`src/rtl/ysyx_25010008_axi_rr_arbiter.sv`:
```
// N-master round-robin AXI4-Lite arbiter routing to io_master (external) or the read-only local CLINT slave.
// Optional watchdog with DRAIN recovery is enabled by defining ARB_TIMEOUT_EN.
module ysyx_25010008_axi_rr_arbiter #(
  parameter int          NUM_MASTERS    = 2,
  parameter logic [31:0] LOCAL_BASE     = 32'ha000_0048,
  parameter logic [31:0] LOCAL_MASK     = 32'hffff_fff8,
  parameter int          TIMEOUT_CYCLES = 1024
) (
  input  logic                      clock,
  input  logic                      reset,
  input  logic [32*NUM_MASTERS-1:0] m_araddr,
  input  logic [32*NUM_MASTERS-1:0] m_awaddr,
  input  logic [32*NUM_MASTERS-1:0] m_wdata,
  input  logic [4*NUM_MASTERS-1:0]  m_wstrb,
  input  logic [NUM_MASTERS-1:0]    m_arvalid,
  input  logic [NUM_MASTERS-1:0]    m_awvalid,
  input  logic [NUM_MASTERS-1:0]    m_wvalid,
  input  logic [NUM_MASTERS-1:0]    m_rready,
  input  logic [NUM_MASTERS-1:0]    m_bready,
  output logic [NUM_MASTERS-1:0]    m_arready,
  output logic [NUM_MASTERS-1:0]    m_awready,
  output logic [NUM_MASTERS-1:0]    m_wready,
  output logic [NUM_MASTERS-1:0]    m_rvalid,
  output logic [NUM_MASTERS-1:0]    m_bvalid,
  output logic [32*NUM_MASTERS-1:0] m_rdata,
  output logic [2*NUM_MASTERS-1:0]  m_rresp,
  output logic [2*NUM_MASTERS-1:0]  m_bresp,
  input  logic                      io_master_awready,
  output logic                      io_master_awvalid,
  output logic [31:0]               io_master_awaddr,
  output logic [3:0]                io_master_awid,
  output logic [7:0]                io_master_awlen,
  output logic [2:0]                io_master_awsize,
  output logic [1:0]                io_master_awburst,
  input  logic                      io_master_wready,
  output logic                      io_master_wvalid,
  output logic [31:0]               io_master_wdata,
  output logic [3:0]                io_master_wstrb,
  output logic                      io_master_wlast,
  output logic                      io_master_bready,
  input  logic                      io_master_bvalid,
  input  logic [1:0]                io_master_bresp,
  input  logic                      io_master_arready,
  output logic                      io_master_arvalid,
  output logic [31:0]               io_master_araddr,
  output logic [3:0]                io_master_arid,
  output logic [7:0]                io_master_arlen,
  output logic [2:0]                io_master_arsize,
  output logic [1:0]                io_master_arburst,
  output logic                      io_master_rready,
  input  logic                      io_master_rvalid,
  input  logic [1:0]                io_master_rresp,
  input  logic [31:0]               io_master_rdata,
  output logic [31:0]               local_araddr,
  output logic                      local_arvalid,
  input  logic                      local_arready,
  input  logic [31:0]               local_rdata,
  input  logic [1:0]                local_rresp,
  input  logic                      local_rvalid,
  output logic                      local_rready
);

  // state   | meaning
  // S_IDLE  | no grant; round-robin pick among arvalid|awvalid requesters
  // S_READ  | granted master's AR/R wired to tgt slave
  // S_WRITE | granted master's AW/W/B wired to io_master
  // S_WERR  | write to local slave; arbiter absorbs AW/W and returns DECERR
  // S_DRAIN | watchdog fired; error to master, sink the late slave response
  localparam int N  = NUM_MASTERS;
  localparam int GW = $clog2(NUM_MASTERS);

  if (NUM_MASTERS < 2 || TIMEOUT_CYCLES < 1) begin : g_bad_cfg
    $error("arbiter needs NUM_MASTERS >= 2 and TIMEOUT_CYCLES >= 1");
  end

  typedef enum logic [2:0] {
    S_IDLE, S_READ, S_WRITE, S_WERR
`ifdef ARB_TIMEOUT_EN
    , S_DRAIN
`endif
  } state_t;

  state_t          state;
  logic [GW-1:0]   grant, last, win;
  logic            win_vld, tgt_local, aw_done, w_done;
  logic [N-1:0]    req;
  logic [31:0]     win_araddr, win_awaddr;
  logic            fire_r, fire_b;
  int              gi;

`ifdef ARB_TIMEOUT_EN
  logic [15:0]     tmr;
  logic            rsp_pend, drain_rd, slv_done, slv_late;
`endif

  function automatic logic is_local(input logic [31:0] a);
    return (a & LOCAL_MASK) == LOCAL_BASE;
  endfunction

  assign req        = m_arvalid | m_awvalid;
  assign gi         = int'(grant);
  assign win_araddr = m_araddr[32*int'(win) +: 32];
  assign win_awaddr = m_awaddr[32*int'(win) +: 32];

  // first requester after the previous winner, wrapping modulo N
  always_comb begin
    win     = '0;
    win_vld = 1'b0;
    for (int k = 1; k <= N; k++) begin
      if (!win_vld && req[(int'(last) + k) % N]) begin
        win_vld = 1'b1;
        win     = GW'((int'(last) + k) % N);
      end
    end
  end

  assign io_master_awlen   = 8'd0;
  assign io_master_arlen   = 8'd0;
  assign io_master_awsize  = 3'b010;
  assign io_master_arsize  = 3'b010;
  assign io_master_awburst = 2'b01;
  assign io_master_arburst = 2'b01;
  assign io_master_wlast   = io_master_wvalid;

  always_comb begin
    m_arready = '0; m_awready = '0; m_wready = '0; m_rvalid = '0; m_bvalid = '0;
    m_rdata = '0; m_rresp = '0; m_bresp = '0;
    io_master_awvalid = 1'b0; io_master_awaddr = '0; io_master_awid = '0;
    io_master_wvalid = 1'b0; io_master_wdata = '0; io_master_wstrb = '0;
    io_master_bready = 1'b0; io_master_arvalid = 1'b0; io_master_araddr = '0;
    io_master_arid = '0; io_master_rready = 1'b0;
    local_araddr = '0; local_arvalid = 1'b0; local_rready = 1'b0;
    case (state)
      S_READ: begin
        if (tgt_local) begin
          local_arvalid          = m_arvalid[gi];
          local_araddr           = m_araddr[32*gi +: 32];
          local_rready           = m_rready[gi];
          m_arready[gi]          = local_arready;
          m_rvalid[gi]           = local_rvalid;
          m_rdata[32*gi +: 32]   = local_rdata;
          m_rresp[2*gi +: 2]     = local_rresp;
        end else begin
          io_master_arvalid      = m_arvalid[gi];
          io_master_araddr       = m_araddr[32*gi +: 32];
          io_master_arid         = 4'(grant);
          io_master_rready       = m_rready[gi];
          m_arready[gi]          = io_master_arready;
          m_rvalid[gi]           = io_master_rvalid;
          m_rdata[32*gi +: 32]   = io_master_rdata;
          m_rresp[2*gi +: 2]     = io_master_rresp;
        end
      end
      S_WRITE: begin
        io_master_awvalid  = m_awvalid[gi];
        io_master_awaddr   = m_awaddr[32*gi +: 32];
        io_master_awid     = 4'(grant);
        io_master_wvalid   = m_wvalid[gi];
        io_master_wdata    = m_wdata[32*gi +: 32];
        io_master_wstrb    = m_wstrb[4*gi +: 4];
        io_master_bready   = m_bready[gi];
        m_awready[gi]      = io_master_awready;
        m_wready[gi]       = io_master_wready;
        m_bvalid[gi]       = io_master_bvalid;
        m_bresp[2*gi +: 2] = io_master_bresp;
      end
      S_WERR: begin
        m_awready[gi] = !aw_done;
        m_wready[gi]  = !w_done;
        m_bvalid[gi]  = aw_done && w_done;
        if (aw_done && w_done) m_bresp[2*gi +: 2] = 2'b11;
      end
`ifdef ARB_TIMEOUT_EN
      S_DRAIN: begin
        if (rsp_pend) begin
          if (drain_rd) begin
            m_rvalid[gi]       = 1'b1;
            m_rresp[2*gi +: 2] = 2'b10;
          end else begin
            m_bvalid[gi]       = 1'b1;
            m_bresp[2*gi +: 2] = 2'b10;
          end
        end
        if (!drain_rd)      io_master_bready = 1'b1;
        else if (tgt_local) local_rready     = 1'b1;
        else                io_master_rready = 1'b1;
      end
`endif
      default: ;
    endcase
  end

  assign fire_r = m_rvalid[gi] & m_rready[gi];
  assign fire_b = m_bvalid[gi] & m_bready[gi];

`ifdef ARB_TIMEOUT_EN
  assign slv_late = !drain_rd ? io_master_bvalid : (tgt_local ? local_rvalid : io_master_rvalid);
`endif

  always_ff @(posedge clock or negedge reset) begin
    if (!reset) begin
      state     <= S_IDLE;
      grant     <= '0;
      last      <= GW'(N - 1);
      tgt_local <= 1'b0;
      aw_done   <= 1'b0;
      w_done    <= 1'b0;
`ifdef ARB_TIMEOUT_EN
      tmr       <= '0;
      rsp_pend  <= 1'b0;
      drain_rd  <= 1'b0;
      slv_done  <= 1'b0;
`endif
    end else begin
      case (state)
        S_IDLE: if (win_vld) begin
          grant   <= win;
          last    <= win;
          aw_done <= 1'b0;
          w_done  <= 1'b0;
`ifdef ARB_TIMEOUT_EN
          tmr     <= 16'(TIMEOUT_CYCLES - 1);
`endif
          if (m_arvalid[win]) begin
            state     <= S_READ;
            tgt_local <= is_local(win_araddr);
          end else begin
            tgt_local <= 1'b0;
            state     <= is_local(win_awaddr) ? S_WERR : S_WRITE;
          end
        end
        S_READ, S_WRITE: begin
          if ((state == S_READ) ? fire_r : fire_b) state <= S_IDLE;
`ifdef ARB_TIMEOUT_EN
          else if (tmr == '0) begin
            state    <= S_DRAIN;
            rsp_pend <= 1'b1;
            drain_rd <= (state == S_READ);
            slv_done <= 1'b0;
          end else tmr <= tmr - 16'd1;
`endif
        end
        S_WERR: begin
          aw_done <= aw_done | m_awvalid[gi];
          w_done  <= w_done | m_wvalid[gi];
          if (fire_b) state <= S_IDLE;
        end
`ifdef ARB_TIMEOUT_EN
        S_DRAIN: begin
          if (fire_r || fire_b) rsp_pend <= 1'b0;
          if (slv_late) slv_done <= 1'b1;
          if ((!rsp_pend || fire_r || fire_b) && (slv_done || slv_late)) state <= S_IDLE;
        end
`endif
        default: state <= S_IDLE;
      endcase
    end
  end

endmodule

```
`config.mk`:
```
export PLATFORM = sky130hd
export DESIGN_NAME = ysyx_25010008_axi_rr_arbiter
export DESIGN_NICKNAME = d
export VERILOG_FILES = /design/src/rtl/ysyx_25010008_axi_rr_arbiter.sv
export SDC_FILE = /design/constraint.sdc
export NUM_CORES = 1
export LEC_CHECK = 0
export BUFFER_PORTS_ARGS = -buffer_cell sky130_fd_sc_hd__buf_2
export CORE_AREA = 2 2 212 214
export CTS_BUF_LIST = sky130_fd_sc_hd__clkbuf_4 sky130_fd_sc_hd__clkbuf_8
export CTS_CLUSTER_SIZE = 28
export DETAILED_ROUTE_END_ITERATION = 16
export DIE_AREA = 0 0 214 216
export PLACE_DENSITY = 0.32
export SLEW_MARGIN = 20
export SYNTH_ARGS = -nofsm -noshare
export SYNTH_HDL_FRONTEND = slang
export SYNTH_SLANG_ARGS = --single-unit
```
`constraint.sdc`:
```
create_clock -name clock -period 2.05 [get_ports clock]
set_input_delay 0.41 -clock clock [delete_from_list [all_inputs] [get_ports clock]]
set_output_delay 0.41 -clock clock [all_outputs]
set_load 0.01 [all_outputs]
```
==> summary.md <==
| Metric | Value |
|---|---|
| Worst EP arrival | `1.61 ns` |
| Number of maximum-capacitance violations | `0` |
| Clock edge transition at the registers on the reported setup and hold paths | `0.04 ns` |
| Port-buffer cells | `512` |
| Via total after detailed routing | `5839` |
| CTS tree | `done` |
| Maximum number of pins on one net before global-route repair | `38` |
| Final TNS setup | `0 ns` |
| Fin crit share | `0.9867` |
| Most frequent cell on the critical path | `sky130_fd_sc_hd__buf_16` |
| Number of cell rows | `77` |
| Overall overflow remaining after global route | `0` |
| FF+latch count, synth | `7` |
| WL/cell | `16.38 um` |
| Top-Level Pins | `~550` |
| Post-synth EDFFs | `0` |
| Max stage delay on crit path | `0.51 ns` |
| First-pass iteration count of the detailed router | `7` |
| Final clock skew | `between 0.0008 and 0.0009 ns` |
| Global-route usage over all layers | `0.1061` |
| Pwr Total | `6.267 mW` |
| Sequential cell area | `approximately 180 um2` |
| Minimum hold slack | `0.02121 ns` |
| Die X | `214 um` |
| Maximum level of the CTS H-tree | `1` |
| Worst Path Class, Setup | `reg -> out` |
| Later-pin clock latency in the skew report | `0.23 ns` |
| Final instance count without filler cells | `between 1500 and 2000` |
| Fin util | `0.1745` |
| Commonest register cell after synthesis | `sky130_fd_sc_hd__dfrtp_1` |
| Post-synth design cell area | `around 0.0037 mm2` |
| Library cell used as clock root buffer | `sky130_fd_sc_hd__clkbuf_8` |
| Peak fanout along the critical path | `7` |
| Standard cell with the maximum stage delay on the critical path | `sky130_fd_sc_hd__dfrtp_4` |
| Distinct cells, synth | `36` |
| Total CTS buffers | `3` |
| Endpoints failing hold | `0` |
| End of the worst register-to-register path | `state[1]$_DFFE_PN0P_` |
| Launch point of the worst reg-to-reg path | `state[0]$_DFFE_PN0P_` |
| Hold Path Class | `in -> async` |
| Clock buffer depth | `2` |
| Result of the run | `complete, no violations` |
| Initial cell density of the core | `0.08357` |
| Die Y | `216 um` |
| Wire length of the first global-routing pass | `36.92 mm` |
| Vias in the first global route | `~5600` |
| Register area share after synthesis | `0.04816` |
| Largest voltage drop on the vdd net | `approximately 0.47 mV` |
| Final HPWL DP | `approximately 23 mm` |
| Startpoint class of the critical path | `register` |
| Area of the die | `0.04622 mm2` |
| Leakage | `between 4 and 5 nW` |
| Multi-input logic area | `between 0.003 and 0.004 mm2` |
| Number of nets at the end of the flow | `1368` |
| Worst reg2reg path depth | `7` |
| Setup Viol. Count Final | `0` |
| Synthesis warning total | `0` |
| Max Slew Vio Count | `0` |
| Number of vias per cell | `3.501` |
| Launch point of the worst path | `grant$_DFFE_PN0P_` |
| Antenna violations before repair | `2` |
| Synthesized instance count | `between 500 and 600` |
| Setup slack of the most critical reg-to-reg path | `0.16 ns` |
| Top Family by Delay on Critical Path | `buffers and inverters` |
| Final critical-path required period | `2.023 ns` |
| Final weighted congestion in routability-driven placement | `0.9462` |
| Growth of design area from synthesis to finish | `108.8%` |
| Placed cell count | `1637` |
| Post-CTS Hold Buffers | `0` |
| DRC viols | `0` |
| TritonCTS sink count | `7` |
| Cell breakdown of the critical path | `buf_12 > buf_16 > buf_16 > mux2i_1 > nor2b_1 > buf_2` |
| Transition time at the pin with the least slew margin | `0.5565 ns` |
| Power density over the cells | `819.2 mW/mm2` |
| Routed wire length | `27.33 mm` |
| Endpoint required time on the critical path | `~1.6 ns` |
| Share of post-route cells with drive strength above 1 | `0.5801` |
| Share of synthesized registers carrying an async set or reset | `1.000` |
| Number of DRC markers after the initial detailed-route iteration | `202` |
| Fmax achieved | `494.4 MHz` |
| Antenna-violating nets left | `0` |
| RSZ-0062 raised after global routing | `true` |
| Worst-case headroom to the max-slew limit | `0.6239` |
| Crit. End Element | `output port` |
| Core Box Area | `0.04384 mm2` |
| Worst Path Buf+Inv | `4` |
| Filler cells | `5073` |
| Average instance area after synthesis | `between 6 and 7 um2` |
-- cells in the final DEF, fill, tap and decap left out, types with 2 or more instances in the layout --
| master | synthesis | routed |
|---|---|---|
| sky130_fd_sc_hd__buf_2 | 20 | 506 |
| sky130_fd_sc_hd__nor2_1 | 150 | 142 |
| sky130_fd_sc_hd__mux2i_1 | 141 | 134 |
| sky130_fd_sc_hd__nor2b_1 | 72 | 66 |
| sky130_fd_sc_hd__buf_4 | 33 | 43 |
| sky130_fd_sc_hd__conb_1 | 2 | 32 |
| sky130_fd_sc_hd__nor4_1 | 14 | 14 |
| sky130_fd_sc_hd__nand2_1 | 10 | 9 |
| sky130_fd_sc_hd__buf_12 | 0 | 9 |
| sky130_fd_sc_hd__nand4_1 | 8 | 8 |
| sky130_fd_sc_hd__buf_6 | 1 | 8 |
| sky130_fd_sc_hd__nor2_2 | 0 | 7 |
| sky130_fd_sc_hd__mux2i_2 | 0 | 6 |
| sky130_fd_sc_hd__nor4bb_1 | 6 | 6 |
| sky130_fd_sc_hd__nor2b_2 | 0 | 5 |
| sky130_fd_sc_hd__and2_1 | 7 | 5 |
| sky130_fd_sc_hd__o21ai_0 | 7 | 5 |
| sky130_fd_sc_hd__inv_2 | 0 | 4 |
| sky130_fd_sc_hd__nor3_1 | 6 | 4 |
| sky130_fd_sc_hd__nor4b_1 | 5 | 4 |
| sky130_fd_sc_hd__dfrtp_1 | 6 | 4 |
| sky130_fd_sc_hd__clkbuf_16 | 0 | 4 |
| sky130_fd_sc_hd__a22o_1 | 3 | 3 |
| sky130_fd_sc_hd__clkbuf_8 | 0 | 3 |
| sky130_fd_sc_hd__diode_2 | 0 | 2 |
| sky130_fd_sc_hd__a21oi_1 | 2 | 2 |
| sky130_fd_sc_hd__and2_4 | 0 | 2 |
| sky130_fd_sc_hd__nor3_4 | 0 | 2 |
| sky130_fd_sc_hd__nand3_1 | 2 | 2 |
| sky130_fd_sc_hd__o21ai_2 | 0 | 2 |
| sky130_fd_sc_hd__o21ai_1 | 2 | 2 |
| sky130_fd_sc_hd__ha_4 | 0 | 2 |
| sky130_fd_sc_hd__buf_16 | 0 | 2 |
-- flip-flops by register name (all words and copies together) (netlist names) --
| name | cells |
|---|---|
| w_done | 1 |
| aw_done | 1 |
| state | 2 |
| tgt_local | 1 |
| last | 1 |
| grant | 1 |
-- synthesized netlist by cell type, types with 2 or more instances --
| cell type | count | area, um2 |
|---|---|---|
| sky130_fd_sc_hd__and3_1 | 2 | 12.51 |
| sky130_fd_sc_hd__dfrtp_1 | 6 | 150.1 |
| sky130_fd_sc_hd__buf_4 | 33 | 247.7 |
| sky130_fd_sc_hd__inv_1 | 5 | 18.77 |
| sky130_fd_sc_hd__nor2_1 | 150 | 563.0 |
| sky130_fd_sc_hd__and2_1 | 7 | 43.79 |
| sky130_fd_sc_hd__mux2i_1 | 141 | 1411 |
| sky130_fd_sc_hd__a21oi_1 | 2 | 10.01 |
| sky130_fd_sc_hd__nor4bb_1 | 6 | 60.06 |
| sky130_fd_sc_hd__o21ai_1 | 2 | 10.01 |
| sky130_fd_sc_hd__nand3_1 | 2 | 10.01 |
| sky130_fd_sc_hd__clkbuf_1 | 18 | 67.56 |
| sky130_fd_sc_hd__a22o_1 | 3 | 26.28 |
| sky130_fd_sc_hd__ha_1 | 4 | 50.05 |
| sky130_fd_sc_hd__nor4_1 | 14 | 87.58 |
| sky130_fd_sc_hd__nand2_1 | 10 | 37.54 |
| sky130_fd_sc_hd__conb_1 | 2 | 7.510 |
| sky130_fd_sc_hd__nand4_1 | 8 | 50.05 |
| sky130_fd_sc_hd__nor4b_1 | 5 | 43.79 |
| sky130_fd_sc_hd__nor3_1 | 6 | 30.03 |
| sky130_fd_sc_hd__nor2b_1 | 72 | 450.4 |
| sky130_fd_sc_hd__o21ai_0 | 7 | 35.03 |
| sky130_fd_sc_hd__buf_2 | 20 | 100.1 |
-- per-layer routing --
| metal | vias to the layer above | track usage | routed length, um |
|---|---|---|---|
| li1 | 2855 | - | - |
| met1 | 2659 | 0.1325 | 11320 |
| met2 | 309 | 0.1912 | 14080 |
| met3 | 16 | 0.01353 | 1580 |
| met4 | 0 | 0.02727 | 347 |
| met5 | - | 0 | 0 |
-- report_power, final --
group          switching, mW  internal, mW
clock                 0.0591         0.148
combinational           3.00          2.79
sequential            0.0702         0.204
-- cell families (layout without fill, tap and decap cells) --
logic type                 Yosys count  in the layout  share of synthesized area
DFF                                  7              7                    0.04816
muxes                              142            142                     0.3883
other                                2             34                   0.002050
AOI/OAI and AO/OA                   22             22                    0.04269
buffers and inverters               77            583                     0.1216
and+or+nand+nor                    284            284                     0.3835
adders and majority gates            4              4                    0.01366
-- worst max path at each step --
stage | slack [ns] | cells past startpoint | endpoint
final | 0.03 | 6 | io_master_awaddr[22]
after global routing | -0.04 | 6 | io_master_awaddr[22]
after CTS | -0.02 | 6 | io_master_awaddr[22]
after detailed placement | -0.22 | 7 | m_rvalid[1]
after global placement | -0.18 | 7 | m_rvalid[1]
after floorplan | 0.24 | 7 | io_master_araddr[22]
-- final cells by class --
cell class,instances,share of cell area
diodes,2,0.0006542
clock buffers,4,0.006379
inverters,5,0.002453
multi-input cells,484,0.4349
flip-flops and latches,7,0.02372
well taps,592,0.09683
repair buffers,574,0.4351
-- through the flow --
step	setup slack (ns)	area [um2]
after floorplan	0.2372	3776
after global placement	-0.1796	7078
after detailed placement	-0.2207	7078
after CTS	-0.01801	7274
after global routing	-0.04296	7650
final	0.02722	7650
-- timing repair --
action | CTS | global route
setup endpoints to repair | 180 | 124
gates resized for setup | 25 | 40
hold endpoints to repair | 0 | 0
pin swaps | 3 | 2
buffers inserted | 4 | 15
cloned | 1 | 5
(Power assumes the default switching activity.)
